File: src/rtl/ml_accel_pkg.sv
// Shared definitions for the ML accelerator sequencer: default parameters,
// state encoding and the GIN packet width helper.
package ml_accel_pkg;

  localparam int DEF_BITWIDTH     = 16;
  localparam int DEF_PE_Y_SIZE    = 3;
  localparam int DEF_PE_X_SIZE    = 3;
  localparam int DEF_TAG_LENGTH   = 4;
  localparam int DEF_DRAIN_CYCLES = 5;
  localparam int CFG_ADDR_W       = 4;

  typedef enum logic [2:0] {
    S_IDLE    = 3'd0,
    S_PROG    = 3'd1,
    S_LOAD    = 3'd2,
    S_DRAIN   = 3'd3,
    S_CAPTURE = 3'd4,
    S_CLEAR   = 3'd5
  } seq_state_e;

  // GIN packet is {row tag, col tag, data word}
  function automatic int packet_width(input int tag_length, input int bitwidth);
    return 2 * tag_length + bitwidth;
  endfunction

endpackage

File: src/rtl/ml_accel_sequencer_scan_tag_table.sv
// Scan-chain tag table: small register file, one write port, one
// combinational read port. Out-of-range writes are dropped, reads return 0.
module scan_tag_table
  import ml_accel_pkg::*;
#(
  parameter int DEPTH = 12,
  parameter int WIDTH = DEF_TAG_LENGTH
) (
  input  logic                  clk,
  input  logic                  rstb,
  input  logic                  we,
  input  logic [CFG_ADDR_W-1:0] waddr,
  input  logic [WIDTH-1:0]      wdata,
  input  logic [CFG_ADDR_W-1:0] raddr,
  output logic [WIDTH-1:0]      rdata
);

  logic [WIDTH-1:0] mem [DEPTH];

  // Table storage, cleared on reset
  always_ff @(posedge clk or negedge rstb) begin
    if (!rstb) begin
      for (int i = 0; i < DEPTH; i++) mem[i] <= '0;
    end else if (we && (int'(waddr) < DEPTH)) begin
      mem[waddr] <= wdata;
    end
  end

  assign rdata = (int'(raddr) < DEPTH) ? mem[raddr] : '0;

endmodule

File: src/rtl/ml_accel_sequencer.sv
// ML accelerator job sequencer: optional scan-chain programming, ifmap /
// filter streaming onto the GIN buses, drain, ofmap capture and PE clear.
//
// state   | meaning
// --------+--------------------------------------------------------------
// IDLE    | waiting for start; tag-table writes accepted here only
// PROG    | drive tag entries in index order, 2 cycles each, program_en=1
// LOAD    | PE_Y_SIZE passes of PE_X_SIZE+PE_Y_SIZE-1 handshaked beats
// DRAIN   | wait DRAIN_CYCLES for the array to settle
// CAPTURE | latch ofmap into result, pulse done
// CLEAR   | pulse pe_reset low, return to IDLE
module ml_accel_sequencer
  import ml_accel_pkg::*;
#(
  parameter int BITWIDTH     = DEF_BITWIDTH,
  parameter int PE_Y_SIZE    = DEF_PE_Y_SIZE,
  parameter int PE_X_SIZE    = DEF_PE_X_SIZE,
  parameter int TAG_LENGTH   = DEF_TAG_LENGTH,
  parameter int DRAIN_CYCLES = DEF_DRAIN_CYCLES
) (
  input  logic                                         clk,
  input  logic                                         rstb,
  input  logic                                         start,
  input  logic                                         do_program,
  input  logic                                         cfg_we,
  input  logic                                         cfg_sel,
  input  logic [CFG_ADDR_W-1:0]                        cfg_addr,
  input  logic [TAG_LENGTH-1:0]                        cfg_data,
  input  logic                                         ifm_valid,
  input  logic [BITWIDTH-1:0]                          ifm_data,
  output logic                                         ifm_ready,
  input  logic                                         flt_valid,
  input  logic [BITWIDTH-1:0]                          flt_data,
  output logic                                         flt_ready,
  output logic                                         program_en,
  output logic [TAG_LENGTH-1:0]                        scan_chain_input_ifmap,
  output logic [TAG_LENGTH-1:0]                        scan_chain_input_filter,
  output logic                                         gin_enable_ifmap,
  output logic                                         gin_enable_filter,
  output logic [packet_width(TAG_LENGTH, BITWIDTH)-1:0] data_packet_ifmap,
  output logic [packet_width(TAG_LENGTH, BITWIDTH)-1:0] data_packet_filter,
  output logic                                         pe_reset,
  input  logic [BITWIDTH*PE_X_SIZE-1:0]                ofmap,
  output logic [BITWIDTH*PE_X_SIZE-1:0]                result,
  output logic                                         busy,
  output logic                                         done
);

  localparam int NUM_TAGS = PE_Y_SIZE + PE_Y_SIZE * PE_X_SIZE;
  localparam int BEATS    = PE_X_SIZE + PE_Y_SIZE - 1;
  localparam int BEAT_W   = $clog2(BEATS + 1);
  localparam int PASS_W   = $clog2(PE_Y_SIZE + 1);
  localparam int PROG_W   = $clog2(2 * NUM_TAGS + 1);
  localparam int DRAIN_W  = $clog2(DRAIN_CYCLES + 1);

  seq_state_e            state;
  logic [BEAT_W-1:0]     beat;
  logic [PASS_W-1:0]     pass;
  logic [PROG_W-1:0]     prog_cnt;
  logic [PROG_W-1:0]     prog_next;
  logic [DRAIN_W-1:0]    drain_cnt;
  logic                  flt_beat;
  logic                  fire;
  logic                  cfg_ok;
  logic [CFG_ADDR_W-1:0] tab_raddr;
  logic [TAG_LENGTH-1:0] rd_ifmap;
  logic [TAG_LENGTH-1:0] rd_filter;

  assign cfg_ok    = cfg_we && (state == S_IDLE);
  assign prog_next = prog_cnt + 1'b1;
  // Read one entry ahead so the registered scan outputs line up with prog_cnt
  assign tab_raddr = (state == S_PROG) ? CFG_ADDR_W'(prog_next >> 1) : '0;

  // Only the first PE_Y_SIZE beats of a pass carry a filter word
  assign flt_beat  = (int'(beat) < PE_Y_SIZE);
  assign fire      = (state == S_LOAD) && ifm_valid && (!flt_beat || flt_valid);
  assign ifm_ready = fire;
  assign flt_ready = fire && flt_beat;
  assign busy      = (state != S_IDLE);

  scan_tag_table #(.DEPTH(NUM_TAGS), .WIDTH(TAG_LENGTH)) u_tab_ifmap (
    .clk   (clk),
    .rstb  (rstb),
    .we    (cfg_ok && !cfg_sel),
    .waddr (cfg_addr),
    .wdata (cfg_data),
    .raddr (tab_raddr),
    .rdata (rd_ifmap)
  );

  scan_tag_table #(.DEPTH(NUM_TAGS), .WIDTH(TAG_LENGTH)) u_tab_filter (
    .clk   (clk),
    .rstb  (rstb),
    .we    (cfg_ok && cfg_sel),
    .waddr (cfg_addr),
    .wdata (cfg_data),
    .raddr (tab_raddr),
    .rdata (rd_filter)
  );

  // Job sequencing FSM with registered outputs
  always_ff @(posedge clk or negedge rstb) begin
    if (!rstb) begin
      state                   <= S_IDLE;
      beat                    <= '0;
      pass                    <= '0;
      prog_cnt                <= '0;
      drain_cnt               <= '0;
      program_en              <= 1'b0;
      scan_chain_input_ifmap  <= '0;
      scan_chain_input_filter <= '0;
      gin_enable_ifmap        <= 1'b0;
      gin_enable_filter       <= 1'b0;
      data_packet_ifmap       <= '0;
      data_packet_filter      <= '0;
      pe_reset                <= 1'b0;
      done                    <= 1'b0;
      result                  <= '0;
    end else begin
      gin_enable_ifmap  <= 1'b0;
      gin_enable_filter <= 1'b0;
      done              <= 1'b0;
      pe_reset          <= 1'b1;
      case (state)
        S_IDLE: begin
          if (start) begin
            if (do_program) begin
              state                   <= S_PROG;
              program_en              <= 1'b1;
              prog_cnt                <= '0;
              scan_chain_input_ifmap  <= rd_ifmap;
              scan_chain_input_filter <= rd_filter;
            end else begin
              state <= S_LOAD;
            end
          end
        end
        S_PROG: begin
          if (prog_cnt == PROG_W'(2 * NUM_TAGS - 1)) begin
            state                   <= S_LOAD;
            program_en              <= 1'b0;
            prog_cnt                <= '0;
            scan_chain_input_ifmap  <= '0;
            scan_chain_input_filter <= '0;
          end else begin
            prog_cnt                <= prog_next;
            scan_chain_input_ifmap  <= rd_ifmap;
            scan_chain_input_filter <= rd_filter;
          end
        end
        S_LOAD: begin
          if (fire) begin
            gin_enable_ifmap  <= 1'b1;
            data_packet_ifmap <= {{TAG_LENGTH{1'b0}}, TAG_LENGTH'(beat), ifm_data};
            if (flt_beat) begin
              gin_enable_filter  <= 1'b1;
              data_packet_filter <= {{TAG_LENGTH{1'b0}}, TAG_LENGTH'(pass), flt_data};
            end
            if (beat == BEAT_W'(BEATS - 1)) begin
              beat <= '0;
              if (pass == PASS_W'(PE_Y_SIZE - 1)) begin
                pass      <= '0;
                state     <= S_DRAIN;
                drain_cnt <= DRAIN_W'(DRAIN_CYCLES - 1);
              end else begin
                pass <= pass + 1'b1;
              end
            end else begin
              beat <= beat + 1'b1;
            end
          end
        end
        S_DRAIN: begin
          if (drain_cnt == '0) state <= S_CAPTURE;
          else                 drain_cnt <= drain_cnt - 1'b1;
        end
        S_CAPTURE: begin
          result <= ofmap;
          done   <= 1'b1;
          state  <= S_CLEAR;
        end
        S_CLEAR: begin
          pe_reset <= 1'b0;
          state    <= S_IDLE;
        end
        default: state <= S_IDLE;
      endcase
    end
  end

endmodule
File: config.mk
export PLATFORM = sky130hd
export DESIGN_NAME = ml_accel_sequencer
export DESIGN_NICKNAME = d
export VERILOG_FILES = /design/src/rtl/ml_accel_pkg.sv /design/src/rtl/ml_accel_sequencer_scan_tag_table.sv /design/src/rtl/ml_accel_sequencer.sv
export SDC_FILE = /design/constraint.sdc
export NUM_CORES = 1
export LEC_CHECK = 0
export CAP_MARGIN = 0
export CORE_MARGIN = 4
export CORE_UTILIZATION = 25
export CTS_CLUSTER_SIZE = 20
export DETAILED_ROUTE_END_ITERATION = 12
export HOLD_SLACK_MARGIN = 0.1
export PLACE_DENSITY = 0.5
export SETUP_SLACK_MARGIN = 0.05
export SLEW_MARGIN = 20
export SYNTH_ARGS = -nofsm -noshare
export SYNTH_HDL_FRONTEND = slang
export SYNTH_SLANG_ARGS = --single-unit
export TNS_END_PERCENT = 30
File: constraint.sdc
create_clock -name clk -period 3.16 [get_ports clk]
set_clock_uncertainty 0.15 [all_clocks]
set_input_delay 0.79 -clock clk [delete_from_list [all_inputs] [get_ports clk]]
set_output_delay 0.79 -clock clk [all_outputs]
set_load 0.03 [all_outputs]
==> out/results.tsv <==
metric	value	unit
synth_edf_count	0	
synth_warnings	0	
io_pins	208	
ys_seq_area_share	57.5	%
peakVddDrop	0.000535	V
synth_cell_types	44	
timing.final.crit_period	2.98	ns
portBuffers	196	
grt_pass1_wl	40300	um
h-tree-depth	1	
syn_avg_cell_area	12.5	um^2
cts_hold_buf	0	
syn_to_final_growth	39.0	%
synth.most_common_cell	dfrtp_1	
wl	25300	um
fillerInstances	3541	
status	finished, final reports clean	
critPathKind	reg2out	
synth_xor_area_share	0.383	%
cts_tree	built	
path_delay_family	buffers and inverters	
gp_congestion	0.705	
cp_max_fo	9	
worstPathRequired	2.22	ns
nets	1054	
worstSetupStartpointType	flip-flop	
clkLatencyLatePin	0.53	ns
grt_usage	12.8	%
p_per_area	663	mW/mm^2
min_period_over_period	94.3	%
drtIter0Drc	224	
synth_simple_gate_area_share	9.56	%
synthesis.area	0.00915	mm^2
final_max_slew_viol_count	0	
synth_top_area_share	57.5	%
vias_per_cell	4.52	
die_h	199	um
wire_per_inst	17.6	um
clk_pin_slew	0.06	ns
fp-row-count	69	
grt-ovfl-total	0	
reg2reg_depth	6	
dp_cells	1385	
vias	6489	
cts_root_buffer	clkbuf_16	
synth_top_family_by_area	multiplexers	
slew-limit-headroom	63.6	%
antenna_cells	0	
cp_slowest_cell	clkdlybuf4s50_1	
drc	0	
clock-sinks	210	
netlist.top_cell.by_area	dfrtp_1	
setup-tns-final	0	ns
async_flop_share	100	%
grt_pass1_vias	6971	
syn_inst	734	
rsz0062_at_grt	true	
die_x	199	um
numCtsBuffers	27	
worst_pin_slew	0.546	ns
synth-seq-cells	210	
cap_violations	0	
max_freq	0.336	GHz
synth.area.top_cells	dfrtp_1 (57%), mux2_2 (20%), nand2_1 (4.5%)	
crit_path_cell_trace	nor3_4, inv_1, clkdlybuf4s50_1	
synthFlopType	dfrtp_1	
worstSetupEndpointType	output pin	
grt_start_max_net_pins	61	
power.leakage	5.73	nW
instances_no_fill	1435	
clockBufferDepth	3	
start_util	25.5	%
drtPass1Iterations	4	
synth_adder_area_share	0.684	%
hold_viol	0	
antenna_found_initial	0	
ys_top_cells_by_count	dfrtp_1 (210), mux2_2 (165), nand2_1 (109)	
cp.depth	3	
postRouteAntennaNets	0	
synthMuxAreaShare	22.6	%
worst-path-buf-inv	2	
synth_compound_gate_area_share	6.10	%
core	0.0358	mm^2
cp.arrival	2.04	ns
min_path_type	in2async	
max_stage_delay	0.61	ns
die-area	0.0397	mm^2
dp_hpwl	17400	um
drive_above_1_share	27.2	%
final-setup-viol-count	0	
==> final cells by class <==
class	instances	area [um^2]	area share (%)
Clock inverter	10	136	1.07
Clock buffer	40	764	6.01
Multi-Input combinational cell	472	3670	28.9
Sequential cell	210	5260	41.4
Tap cell	461	577	4.54
Inverter	13	48.8	0.384
Timing Repair Buffer	229	2260	17.8
==> worst register-to-register path: cells and delay by family, from the launching register on <==
family	cells	cell delay (ns)
AND/OR/NAND/NOR	4	1.31
flip-flops	1	0.48
multiplexers	1	0.39
buffers and inverters	1	0.11
==> stage by stage <==
step	power (mW)	area, um^2	hold slack, ns	setup WS (ns)	util, %
after global placement	5.39	11800	0.306	0.134	32.9
after CTS	8.59	12700	0.107	0.0516	35.5
after global routing	8.87	12700	0.103	0.0422	35.5
final	8.43	12700	0.0816	0.181	35.5
after detailed placement	5.40	11800	0.315	0.149	32.9
after floorplan	4.40	9180	0.290	0.479	-
==> logic make-up after synthesis <==
kind of cell | Yosys count
flops | 210
simple gates | 192
mux | 176
compound gates | 84
buf+inv | 62
fa+ha+maj | 5
xor+xnor | 4
other cells | 1
==> worst paths after layout <==
check                             start                   end  slack [ns]
max reg2reg                    state[2]  u_tab_filter.mem[39]        0.60
max in group asynchronous          rstb   u_tab_filter.mem[0]        2.04
max                            state[2]                  busy        0.18
min                                rstb  data_packet_ifmap[3]        0.08
min in group clk           drain_cnt[0]          drain_cnt[0]        0.32
min reg2reg                drain_cnt[0]          drain_cnt[0]        0.32
==> timing repair <==
item	4_1_cts	5_1_grt
setup endpoints to repair	1	3
gates resized for setup	1	3
setup buffers	0	0
==> power by group <==
group          leakage (nW)  switching (mW)  internal (mW)
registers              2.76           0.180           3.00
clock network         0.443            1.18           1.92
logic                  2.52            1.22          0.926
total                  5.73            2.58           5.84
==> cells in the final DEF (no fill, tap or decap), types with 2 or more instances in the layout <==
cell / n
o21ai_0: 13
o22ai_1: 3
mux4_2: 8
inv_6: 2
nand3_1: 16
nand4_1: 2
nor3_1: 11
o211ai_1: 16
nand3b_1: 3
ha_1: 5
clkdlybuf4s50_1: 193
clkbuf_16: 27
clkinv_2: 4
clkbuf_8: 5
a22oi_1: 9
mux2i_1: 3
nor2b_1: 5
nand2b_1: 5
dfrtp_1: 209
inv_1: 10
a31oi_1: 18
conb_1: 11
nor3_2: 3
bufinv_16: 3
a21o_1: 2
inv_2: 3
nand2_1: 109
buf_12: 4
o22a_1: 7
nor2_1: 25
mux2_2: 165
clkbuf_1: 9
nor3b_2: 3
a21oi_1: 10
and3_1: 2
buf_4: 31
==> per-layer routing <==
metal | part of all wire (%) | GRT usage [%]
met1 | 43 | 16.6
met2 | 48 | 20.9
met3 | 6.8 | 3.63
met4 | 3.0 | 3.75
met5 | 0 | 0
==> flip-flops by register name, indices dropped and copies added (netlist names), 2 cells and up <==
register,count
beat,3
data_packet_filter,18
result,48
state,3
pass,2
scan_chain_input_filter,4
scan_chain_input_ifmap,4
prog_cnt,5
u_tab_filter.mem,48
drain_cnt,3
u_tab_ifmap.mem,48
data_packet_ifmap,19
(Power assumes the default switching activity.)
